===== src/rtl/sb_pkg.sv =====
// sb_pkg: shared sizes, counter type and register-index helpers for the write scoreboard.
package sb_pkg;
  localparam int REG_IDX_W = 5;
  localparam int NUM_REGS = 32;
  localparam int CNT_W = 2;
  typedef logic [CNT_W-1:0] cnt_t;
  typedef logic [REG_IDX_W-1:0] reg_idx_t;
  localparam cnt_t CNT_MAX = '1;
  function automatic logic is_x0(input reg_idx_t r);
    return r == '0;
  endfunction
endpackage


===== src/rtl/sb_counter.sv =====
// sb_counter: saturating up/down counter; one increment and up to two decrements net in the same cycle, floored at zero.
module sb_counter
  import sb_pkg::*;
(
  input  logic       clk,
  input  logic       reset,
  input  logic       inc_i,
  input  logic [1:0] dec_i,
  output cnt_t       cnt_o
);
  cnt_t cnt_q, cnt_d;
  logic [CNT_W+1:0] sum, net;
  always_comb begin
    sum = {2'b00, cnt_q} + {{(CNT_W+1){1'b0}}, inc_i};
    net = sum - {{CNT_W{1'b0}}, dec_i};
    cnt_d = (sum < {{CNT_W{1'b0}}, dec_i}) ? '0 : (net > {2'b00, CNT_MAX}) ? CNT_MAX : net[CNT_W-1:0];
  end
  always_ff @(posedge clk or posedge reset) begin
    if (reset) cnt_q <= '0;
    else cnt_q <= cnt_d;
  end
  assign cnt_o = cnt_q;
endmodule


===== src/rtl/reg_write_scoreboard.sv =====
// reg_write_scoreboard: tracks in-flight register writes and loads, stalls issue on load-use hazards and counter saturation.
// Define SB_FULL_INTERLOCK_EN to stall on any pending write to a used operand (forwarding-free core).
module reg_write_scoreboard
  import sb_pkg::*;
(
  input  logic                clk,
  input  logic                reset,
  input  logic [REG_IDX_W-1:0] id_rs1,
  input  logic [REG_IDX_W-1:0] id_rs2,
  input  logic                id_use_rs1,
  input  logic                id_use_rs2,
  input  logic                issue_valid,
  input  logic [REG_IDX_W-1:0] issue_rd,
  input  logic                issue_wr,
  input  logic                issue_is_load,
  input  logic                kill_valid,
  input  logic [REG_IDX_W-1:0] kill_rd,
  input  logic                kill_is_load,
  input  logic                mem_done,
  input  logic [REG_IDX_W-1:0] mem_done_rd,
  input  logic                wb_valid,
  input  logic [REG_IDX_W-1:0] wb_rd,
  output logic                issue_stall,
  output logic [NUM_REGS-1:0] pending_mask
);
  cnt_t pend_q [NUM_REGS];
  cnt_t load_q [NUM_REGS];
  logic issue_eff, load_haz, sat_haz, full_haz;
  assign issue_eff = issue_valid & issue_wr & ~issue_stall & ~is_x0(issue_rd);
  genvar r;
  generate
    for (r = 0; r < NUM_REGS; r++) begin : g_reg
      if (r == 0) begin : g_x0
        assign pend_q[r] = '0;
        assign load_q[r] = '0;
      end else begin : g_trk
        logic iss_hit, wb_hit, kill_hit, md_hit;
        assign iss_hit  = issue_eff & (issue_rd == REG_IDX_W'(r));
        assign wb_hit   = wb_valid & (wb_rd == REG_IDX_W'(r));
        assign kill_hit = kill_valid & (kill_rd == REG_IDX_W'(r));
        assign md_hit   = mem_done & (mem_done_rd == REG_IDX_W'(r));
        sb_counter u_pend (
          .clk   (clk),
          .reset (reset),
          .inc_i (iss_hit),
          .dec_i ({1'b0, wb_hit} + {1'b0, kill_hit}),
          .cnt_o (pend_q[r])
        );
        sb_counter u_load (
          .clk   (clk),
          .reset (reset),
          .inc_i (iss_hit & issue_is_load),
          .dec_i ({1'b0, md_hit} + {1'b0, kill_hit & kill_is_load}),
          .cnt_o (load_q[r])
        );
      end
      assign pending_mask[r] = pend_q[r] != '0;
    end
  endgenerate
  function automatic logic load_busy(input logic use_i, input reg_idx_t rs);
    return use_i & ~is_x0(rs) & (load_q[rs] != '0);
  endfunction
`ifdef SB_FULL_INTERLOCK_EN
  // A write landing this cycle is visible to ID through the register file.
  function automatic logic pend_busy(input logic use_i, input reg_idx_t rs);
    return use_i & ~is_x0(rs) & (pend_q[rs] != '0) & ~(wb_valid & (wb_rd == rs) & (pend_q[rs] == cnt_t'(1)));
  endfunction
  assign full_haz = pend_busy(id_use_rs1, id_rs1) | pend_busy(id_use_rs2, id_rs2);
`else
  assign full_haz = 1'b0;
`endif
  always_comb begin
    load_haz = load_busy(id_use_rs1, id_rs1) | load_busy(id_use_rs2, id_rs2);
    sat_haz = issue_valid & issue_wr & ~is_x0(issue_rd) & (pend_q[issue_rd] == CNT_MAX)
            & ~(wb_valid & (wb_rd == issue_rd)) & ~(kill_valid & (kill_rd == issue_rd));
    issue_stall = load_haz | sat_haz | full_haz;
  end
endmodule


===== config.mk =====
export PLATFORM = sky130hd
export DESIGN_NAME = reg_write_scoreboard
export DESIGN_NICKNAME = d
export VERILOG_FILES = /design/src/rtl/sb_pkg.sv /design/src/rtl/sb_counter.sv /design/src/rtl/reg_write_scoreboard.sv
export SDC_FILE = /design/constraint.sdc
export NUM_CORES = 1
export LEC_CHECK = 0
export BUFFER_PORTS_ARGS = -buffer_cell sky130_fd_sc_hd__buf_2
export CAP_MARGIN = 10
export CORE_MARGIN = 3
export CORE_UTILIZATION = 47
export CTS_CLUSTER_DIAMETER = 200
export CTS_CLUSTER_SIZE = 24
export DETAILED_ROUTE_END_ITERATION = 8
export GPL_ROUTABILITY_DRIVEN = 0
export HOLD_SLACK_MARGIN = 0.06
export PLACE_DENSITY = 0.73
export SLEW_MARGIN = 30
export SYNTH_ARGS = -nofsm -noshare
export SYNTH_HDL_FRONTEND = slang
export SYNTH_SLANG_ARGS = --single-unit

===== constraint.sdc =====
create_clock -name clk -period 4.2 [get_ports clk]
set_input_delay 0.42 -clock clk [delete_from_list [all_inputs] [get_ports clk]]
set_output_delay 0.42 -clock clk [all_outputs]
set_load 0.1 [all_outputs]

==> flow_summary.toml, run 1 <==
[run_status]
outcome = "finished, final reports clean"

[cells_and_area]
layout_nets = 2219
layout-area-overhead-vs-synth_pct = 14.3
finish.instance_area_mm2 = 0.0172
fin_cells = 2153
layout-drive-gt1-share = 0.162

[die]
io_pins = 74
std_cell_rows = 64
floorplan.die.height_um = 185
design.die.area_mm2 = 0.0342
die-width_um = 185
initial_utilization = 0.485
floorplan.core_area_mm2 = 0.0311

[route]
first_pass_iters = 5
via_count = 12500
drt-total-wl_um = 40700
route.detailed.drc = 0
drtIter0Drc = 958
final_antenna_net_count = 0
routed_via_density = 5.79
wl_per_cell_um = 18.9

[placement]
dp_cells = 2121
port-buffer-count = 72
dpl-instance-area_mm2 = 0.0164
place_ws_ns = -0.152
dp_hpwl_um = 32600

[yosys]
ys_seq_elements = 124
yosysWarningCount = 0
number_of_enable_flip_flop_cells_after_synthesis = 0
synth_sequential_area_ratio = 0.206
synth.top_cells.by_area = "sky130_fd_sc_hd__ha_1, sky130_fd_sc_hd__dfrtp_1, sky130_fd_sc_hd__fa_1"
netlist.area_leader.share = 0.258
synth.distinct_cells = 57
yosys.cell_count.top_type = "sky130_fd_sc_hd__ha_1"
synth-main-ff-cell = "sky130_fd_sc_hd__dfrtp_1"
mean_syn_cell_area_um2 = 9.38
synth_area_leader_cell = "sky130_fd_sc_hd__ha_1"
syn-cell-area_mm2 = 0.0151
number_of_nets_produced_by_synthesis = 2080
synth_async_sr_flop_share = 1.00
post_synth_most_frequent_cells = "sky130_fd_sc_hd__ha_1, sky130_fd_sc_hd__inv_1, sky130_fd_sc_hd__nor2_1, sky130_fd_sc_hd__a21oi_1"
synth_cells = 1605

[sta]
final_critical_path_setup_slack_ns = 0.149
final.min_clock_period_ns = 4.05
fin_max_slew_vios = 0
max_freq_mhz = 247
clock_skew_ns = 0.00815
final-hold-violation-count = 0
final.period_utilization = 0.964
grt_setup_unrepaired = "false"
setup_violations = 0
whs_ns = 0.113
worst_pin_slew_ns = 0.837
max_slew_margin = 0.441

[power]
total_leakage_power_nw = 8.36
internal_power_mw = 4.04
cellPowerDensity_mw_per_mm2 = 409
share_comb_of_total_power = 0.439
seq_power_share = 0.335
switching_share = 0.427
clock_power_share = 0.226
max_rail_drop_vdd_v = 0.000316
power_mw = 7.04
net-switching-power_mw = 3.00

[cts]
cts_buffers = 17
cts_htree_levels = 4
cts_num_sinks = 124
cts_hold_repair.buffers = 0
cts_tree = "built"
max-clock-path-buffers = 2
cts.clk_slew.worst_paths_ns = 0.06
cts_root_buf = "sky130_fd_sc_hd__clkbuf_16"
clkLatencyLatePin_ns = 0.43

[grt]
grt_util_all_layers = 0.247
grt_overflow = 0
grt_max_degree = 71
grt_first_pass_wirelength_um = 66400
antenna_found_initial = 3
vias_in_the_first_global_route = 13100

[setup_path]
worst-endpoint-required_ns = 4.56
cp_common_cell = "sky130_fd_sc_hd__ha_1"
cp-end-kind = "register"
setup.worst_path.class = "reg -> reg"
cell_with_the_largest_stage_delay_on_the_worst_path = "sky130_fd_sc_hd__or4_4"
critical_path_arrival_ns = 4.41
cp_cell_sequence = "or3_1, o311a_1, o31ai_1, a2111oi_0, or4_4, buf_12, buf_4, nor4_1, ha_1, ha_1, inv_1, fa_1, ha_1, o21a_1, a21oi_1"
max_stage_delay_ns = 0.54
worst_setup_sp_type = "register"
crit_fanout = 37
critPathTopFamily = "simple AND/OR/NAND/NOR gates"
critPathBufInv = 3

[flow_run]
drv.max_cap_violation_count = 0

[min_path]
path_class_of_the_lowest_slack_min_delay_path = "in -> async"
-- through the flow --
step	util	setup TNS [ns]
floorplan	-	0
global placement	0.529	-0.724
detailed placement	0.529	-2.25
CTS	0.551	0
global route	0.554	0
finish	0.554	0
-- cells by family after synthesis --
group / synth area share
AO/OA/AOI/OAI: 0.0921
adder cells (fa/ha/maj): 0.423
multiplexers: 0.0254
other: 0.000249
AND/OR/NAND/NOR: 0.168
buffers and inverters: 0.0794
XOR/XNOR: 0.00582
flip-flops: 0.206
-- layer usage --
| metal | wire [um] | global-route usage | share of wire |
|---|---|---|---|
| met3 | 2890 | 0.0422 | 0.071 |
| met5 | 13 | 0 | 0.00032 |
| met4 | 1690 | 0.107 | 0.042 |
| met2 | 19500 | 0.414 | 0.48 |
| met1 | 16600 | 0.316 | 0.41 |
-- worst paths after layout --
check                                                       end  cells past startpoint                       startpoint  slack (ns)
worst max-delay path             g_reg[8].g_trk.u_load.cnt_o[0]                     15   g_reg[5].g_trk.u_load.cnt_o[1]        0.15
worst max register to register   g_reg[8].g_trk.u_load.cnt_o[0]                     15   g_reg[5].g_trk.u_load.cnt_o[1]        0.15
worst min-delay path            g_reg[30].g_trk.u_load.cnt_o[1]                      2                            reset        0.11
min in group clk                 g_reg[3].g_trk.u_load.cnt_o[0]                      6                     kill_is_load        0.66
max in group asynchronous       g_reg[11].g_trk.u_pend.cnt_o[1]                      3                            reset        3.21
worst min register to register  g_reg[30].g_trk.u_load.cnt_o[1]                      3  g_reg[30].g_trk.u_load.cnt_o[1]        0.82
-- cell type report --
cell class / count / area [um2]
antenna: 2 / 5.00
sequential: 124 / 3100
clock buffer: 24 / 512
tap: 396 / 495
clock inverter: 6 / 108
fill: 2729 / 13900
inverter: 254 / 956
multi-input combinational: 1180 / 10900
timing repair buffer: 167 / 1120
-- power by group through the flow --
stage	Combinational [mW]	Clock [mW]	Sequential, mW
after detailed placement	3.04	0	2.37
final	3.09	1.59	2.36
after CTS	3.09	1.60	2.35
after global placement	2.86	0	2.34
after global routing	3.54	1.65	2.46
after floorplan	2.31	0	2.17
-- placed cells by master, fill, tap and decap left out, types with 34 or more instances in the layout --
cell and count:
sky130_fd_sc_hd__ha_1 307, sky130_fd_sc_hd__fa_1 124, sky130_fd_sc_hd__nor4_1 40, sky130_fd_sc_hd__buf_2 72, sky130_fd_sc_hd__dfrtp_1 124, sky130_fd_sc_hd__inv_1 253
sky130_fd_sc_hd__buf_4 91, sky130_fd_sc_hd__nor3b_1 41, sky130_fd_sc_hd__nor2_1 178, sky130_fd_sc_hd__o21a_1 36, sky130_fd_sc_hd__or2_2 34, sky130_fd_sc_hd__a21oi_1 156
sky130_fd_sc_hd__nor2b_1 44
-- state kept, by name, indices dropped and copies added, names as in the netlist --
register,count
g.g_trk.u_load.cnt_o,62
g.g_trk.u_pend.cnt_o,62
-- timing repair --
item,in CTS,in global routing
endpoints found under the setup margin,11,116
setup buffers,0,0
gates resized for setup,6,19
pin swaps,0,1
cloned,0,0
No activity file was read; power rests on OpenSTA's default activity.
==> run 2, diff against run 1 <==
- CELL_PAD_IN_SITES_DETAIL_PLACEMENT: not set -> 0
- CELL_PAD_IN_SITES_GLOBAL_PLACEMENT: not set -> 1
- PLACE_DENSITY: 0.73 -> 0.87
==> run 2 against run 1 <==
Critical path type unchanged. Register-to-register slack gained 0.03 ns. Wire length decreased by 1.6%. First-iteration DRC count increased by 9.9%. Critical path depth did not move. Sequential share of layout area fell by 0.057 points.
==> flow_summary.toml, run 2 (synthesis results as in run 1) <==
[run_status]
outcome = "finished, final reports clean"

[setup_path]
worst-endpoint-required_ns = 4.55
worst_setup_sp_type = "register"
cp-end-kind = "register"
cp_common_cell = "sky130_fd_sc_hd__ha_1"
max_stage_delay_ns = 0.60
critPathTopFamily = "simple AND/OR/NAND/NOR gates"
cell_with_the_largest_stage_delay_on_the_worst_path = "sky130_fd_sc_hd__or4_4"
setup.worst_path.class = "reg -> reg"
critical_path_arrival_ns = 4.37
cp_cell_sequence = "nor2_1, mux4_2, a22o_1, nor4_1, or4_4, buf_12, nor4_1, buf_4, ha_1, ha_1, inv_1, fa_1, ha_1, o21a_1, a21oi_1"
crit_fanout = 22
critPathBufInv = 3

[sta]
fin_max_slew_vios = 0
grt_setup_unrepaired = "false"
max_slew_margin = 0.455
final.min_clock_period_ns = 4.02
final.period_utilization = 0.957
clock_skew_ns = 0.0143
setup_violations = 0
max_freq_mhz = 249
worst_pin_slew_ns = 0.816
final-hold-violation-count = 0

[cells_and_area]
fill_cells = 2772
layout.area.seq_mm2 = 0.00310
postLayoutCoreUtil = 0.556
most-common-layout-cells = "sky130_fd_sc_hd__ha_1, sky130_fd_sc_hd__inv_1, sky130_fd_sc_hd__nor2_1, sky130_fd_sc_hd__a21oi_1"
layout-area-overhead-vs-synth_pct = 14.7
layout-drive-gt1-share = 0.169
layout_nets = 2244
multi_input_comb_area_mm2 = 0.0109
antenna_cells = 0
layout.cells.most_common = "sky130_fd_sc_hd__ha_1"

[die]
design.die.area_mm2 = 0.0342
std_cell_rows = 64
initial_utilization = 0.485
io_pins = 74
floorplan.die.height_um = 185
floorplan.core_area_mm2 = 0.0311
die-width_um = 185

[cts]
cts_num_sinks = 124
cts_buffers = 17
clkLatencyLatePin_ns = 0.45
cts.clk_slew.worst_paths_ns = 0.07
cts_htree_levels = 4
cts_root_buf = "sky130_fd_sc_hd__clkbuf_16"
cts_tree = "built"
max-clock-path-buffers = 2

[route]
first_pass_iters = 5
route.detailed.drc = 0
via_count = 12300
wl_per_cell_um = 18.4
routed_via_density = 5.65
drt-total-wl_um = 40000
drtIter0Drc = 1053
final_antenna_net_count = 0

[power]
switching_share = 0.443
max_rail_drop_vdd_v = 0.000293
net-switching-power_mw = 3.03
internal_power_mw = 3.80
cellPowerDensity_mw_per_mm2 = 395
total_leakage_power_nw = 8.43
power_mw = 6.83
seq_power_share = 0.342
share_comb_of_total_power = 0.451
clock_power_share = 0.207

[grt]
vias_in_the_first_global_route = 12900
met2_layer_usage_reported_by_global_route = 0.407
grt_busiest_layer = "met2"
grt_overflow = 0
grt_max_degree = 77
grt_util_all_layers = 0.246
grt_use_met1 = 0.327
globalRouteMet3Util = 0.0407
antenna_found_initial = 1
grt_first_pass_wirelength_um = 66000

[placement]
dp_hpwl_um = 33100
port-buffer-count = 72

[flow_run]
drv.max_cap_violation_count = 0

[min_path]
path_class_of_the_lowest_slack_min_delay_path = "in -> async"
## run 2: changes by cell type in the layout (fill, tap and decap cells not counted), sizes merged
cell and delta:
bufinv -3, inv +6, clkbuf -7, clkinvlp +6
diode -2, buf +25
## run 2: path summary, 6_finish.rpt
check,endpoint,slack (ns),start,depth (start not counted)
max in group asynchronous,g_reg[10].g_trk.u_pend.cnt_o[1],3.17,reset,3
min in group clk,g_reg[17].g_trk.u_load.cnt_o[0],0.71,kill_is_load,6
min reg2reg,g_reg[20].g_trk.u_load.cnt_o[1],0.82,g_reg[20].g_trk.u_load.cnt_o[1],3
min,g_reg[30].g_trk.u_load.cnt_o[1],0.13,reset,2
max reg2reg,g_reg[19].g_trk.u_pend.cnt_o[0],0.18,g_reg[21].g_trk.u_load.cnt_o[1],15
max,g_reg[19].g_trk.u_pend.cnt_o[0],0.18,g_reg[21].g_trk.u_load.cnt_o[1],15
## run 2: per-stage QoR
step	hold WS, ns	cells	TNS (ns)	setup WS [ns]	area (um2)
final	0.126	2178	0	0.182	17300
after global routing	0.186	2178	0	0.0242	17300
after CTS	0.155	2178	0	0.182	17200
after detailed placement	0.621	2146	-9.87	-0.326	16600
after global placement	0.627	2146	-3.99	-0.226	16600
after floorplan	0.775	1605	0	0.470	15100
## run 2: what timing repair did
item | in CTS | in global routing
hold buffers | 0 | 0
gates resized for setup | 7 | 8
setup endpoints to repair | 12 | 21
buffers inserted | 0 | 0
## run 2: cell type report
cell class,count,share of cell area
Multi-Input combinational cell,1180,0.629
Sequential cell,124,0.180
Timing Repair Buffer,192,0.0759
Inverter,254,0.0555
Tap cell,396,0.0287
Clock buffer,17,0.0246
Clock inverter,15,0.00667
## run 2: metal layers
metal / routed length [um] / up-vias
met5: 7 / -
met4: 1490 / 2
met3: 2350 / 112
met2: 19000 / 364
met1: 17200 / 6025
li1: - / 5803
## run 2: power by group through the flow
stage | registers, mW | clock network, mW | logic, mW
after floorplan | 2.17 | 0 | 2.31
after global routing | 2.43 | 1.49 | 3.56
after CTS | 2.34 | 1.43 | 3.10
after detailed placement | 2.36 | 0 | 3.08
after global placement | 2.33 | 0 | 2.94
final | 2.33 | 1.41 | 3.08
==> run 3, diff against run 2 <==
- CORE_UTILIZATION: 47 -> 45
- RECOVER_POWER: not set -> 100
- clock period: 4.2 -> 3.3 ns (I/O delays scaled with it)
==> run 3 against run 2 <==
The flow now finishes with violations (max-capacitance violations, max-slew violations, negative setup slack). First-iteration DRC count is 3.8% lower. Core utilization is 7.8 points higher. Combinational power is 99% higher. Wire length is 18% higher. Largest cell class unchanged.
==> flow_summary.toml, run 3 (synthesis results as in run 1) <==
[cells_and_area]
layout-area-overhead-vs-synth_pct = 38.0
most-common-layout-cells = "sky130_fd_sc_hd__buf_4, sky130_fd_sc_hd__inv_1, sky130_fd_sc_hd__ha_1, sky130_fd_sc_hd__nor2_1, sky130_fd_sc_hd__a21oi_1"
fill_cells = 2527
layout_nets = 2453
multi_input_comb_area_mm2 = 0.0126
fin_cells = 2434
layout.area.seq_mm2 = 0.00310
layout.cells.most_common = "sky130_fd_sc_hd__buf_4"
postLayoutCoreUtil = 0.634
layout-drive-gt1-share = 0.385

[route]
routed_via_density = 5.59
route.detailed.drc = 0
drtIter0Drc = 1013
first_pass_iters = 7
via_count = 13600
final_antenna_net_count = 0
wl_per_cell_um = 19.4
drt-total-wl_um = 47200

[cts]
cts_tree = "built"
cts.clk_slew.worst_paths_ns = 0.07
cts_num_sinks = 124
max-clock-path-buffers = 2
cts_htree_levels = 4
cts_hold_repair.buffers = 0
clkLatencyLatePin_ns = 0.44
cts_buffers = 17
cts_root_buf = "sky130_fd_sc_hd__clkbuf_16"

[setup_path]
critical_path_arrival_ns = 4.36
worst-endpoint-required_ns = 3.63
cp_common_cell = "sky130_fd_sc_hd__ha_1"
worst_setup_sp_type = "register"
setup.worst_path.class = "reg -> reg"
cp_cell_sequence = "nor2_1, buf_4, mux4_2, a221o_1, a221oi_2, or4_4, buf_12, buf_8, nor4_4, ha_2, inv_1, ha_1, fa_1, ha_1, o21a_1, a21oi_1"
cell_with_the_largest_stage_delay_on_the_worst_path = "sky130_fd_sc_hd__mux4_2"
crit_start = "g_reg[16].g_trk.u_load.cnt_o[1]"
max_stage_delay_ns = 0.44
cp-end-kind = "register"
worst_r2r_startpoint = "g_reg[16].g_trk.u_load.cnt_o[1]"
crit_fanout = 19

[die]
floorplan.core_area_mm2 = 0.0328
floorplan.die.height_um = 189
die-width_um = 189
std_cell_rows = 66
design.die.area_mm2 = 0.0357
initial_utilization = 0.459
io_pins = 74

[sta]
fin_max_slew_vios = 129
grt_setup_unrepaired = "true"
final.setup.tns_ns = -66.07
clock_skew_ns = 0.0177
max_freq_mhz = 248
final_critical_path_setup_slack_ns = -0.732
final-hold-violation-count = 0
final.min_clock_period_ns = 4.03
final.period_utilization = 1.22
max_slew_margin = -0.148
setup_violations = 125
whs_ns = 0.261
worst_pin_slew_ns = 1.72

[power]
max_rail_drop_vdd_v = 0.000362
power_mw = 10.8
total_leakage_power_nw = 9.39
cellPowerDensity_mw_per_mm2 = 519

[placement]
dp_cells = 2373
dp_hpwl_um = 36300
port-buffer-count = 72

[run_status]
violations = "max-capacitance violations, max-slew violations, negative setup slack"
outcome = "finished with violations"

[grt]
grt_first_pass_wirelength_um = 74000
globalRouteMet3Util = 0.0455
grt_use_met1 = 0.329
met2_layer_usage_reported_by_global_route = 0.453
vias_in_the_first_global_route = 14400
grt_max_degree = 62
grt_util_all_layers = 0.263
grt_overflow = 0
grt_busiest_layer = "met2"
antenna_found_initial = 0

[min_path]
path_class_of_the_lowest_slack_min_delay_path = "in -> async"

[flow_run]
drv.max_cap_violation_count = 3
-- run 3: cell types whose count changed in the layout (fill, tap and decap cells not counted), moves of 40 or more --
cell	previous run	this run
sky130_fd_sc_hd__buf_4	116	313
sky130_fd_sc_hd__ha_4	0	52
sky130_fd_sc_hd__ha_1	310	183
sky130_fd_sc_hd__ha_2	0	75
sky130_fd_sc_hd__nor4_1	47	7
-- run 3: per-stage QoR --
stage / cell area [um2] / setup WS, ns
floorplan: 15900 / -0.244
global placement: 18900 / -0.846
detailed placement: 18900 / -0.935
CTS: 20300 / -0.568
global route: 20800 / -0.796
finish: 20800 / -0.732
-- run 3: final timing paths --
check | slack (ns) | cells past startpoint | endpoint
max reg2reg | -0.73 | 16 | g_reg[4].g_trk.u_load.cnt_o[0]
min in group clk | 0.67 | 6 | g_reg[17].g_trk.u_load.cnt_o[0]
min reg2reg | 0.87 | 4 | g_reg[9].g_trk.u_pend.cnt_o[0]
max in group asynchronous | 0.72 | 3 | g_reg[2].g_trk.u_pend.cnt_o[1]
max | -0.73 | 16 | g_reg[4].g_trk.u_load.cnt_o[0]
min | 0.26 | 2 | g_reg[28].g_trk.u_load.cnt_o[0]
-- run 3: cell type report --
cell class,instances,area share
antenna,1,0.000120
clock inverter,12,0.00662
sequential,124,0.149
inverter,254,0.0461
timing repair buffer,401,0.143
clock buffer,20,0.0220
multi-input combinational,1180,0.606
tap,442,0.0266
-- run 3: layer usage --
layer | part of all wire | vias up
met3 | 0.060 | 137
li1 | - | 6245
met2 | 0.50 | 444
met5 | 0 | -
met4 | 0.042 | 0
met1 | 0.40 | 6775
-- run 3: what timing repair did --
item / CTS / global route
cloned: 2 / 1
endpoints found under the setup margin: 125 / 125
gates resized for setup: 121 / 75
pin swaps: 40 / 14
setup buffers: 12 / 15
-- run 3: power breakdown --
group | internal (mW) | switching, mW | total, mW | leakage, nW
sequential | 2.20 | 0.496 | 2.70 | 1.20
clock | 1.16 | 0.809 | 1.97 | 0.287
combinational | 2.87 | 3.25 | 6.12 | 7.91
total | 6.23 | 4.56 | 10.8 | 9.39
-- run 3: critical path, delay by kind of cell, from the launching register on --
kind | cells | cell delay [ns]
adder cells (fa/ha/maj) | 4 | 1.20
AO/OA/AOI/OAI | 4 | 0.97
buffers and inverters | 4 | 0.60
multiplexers | 1 | 0.44
flip-flops | 1 | 0.36
AND/OR/NAND/NOR | 3 | 0.33
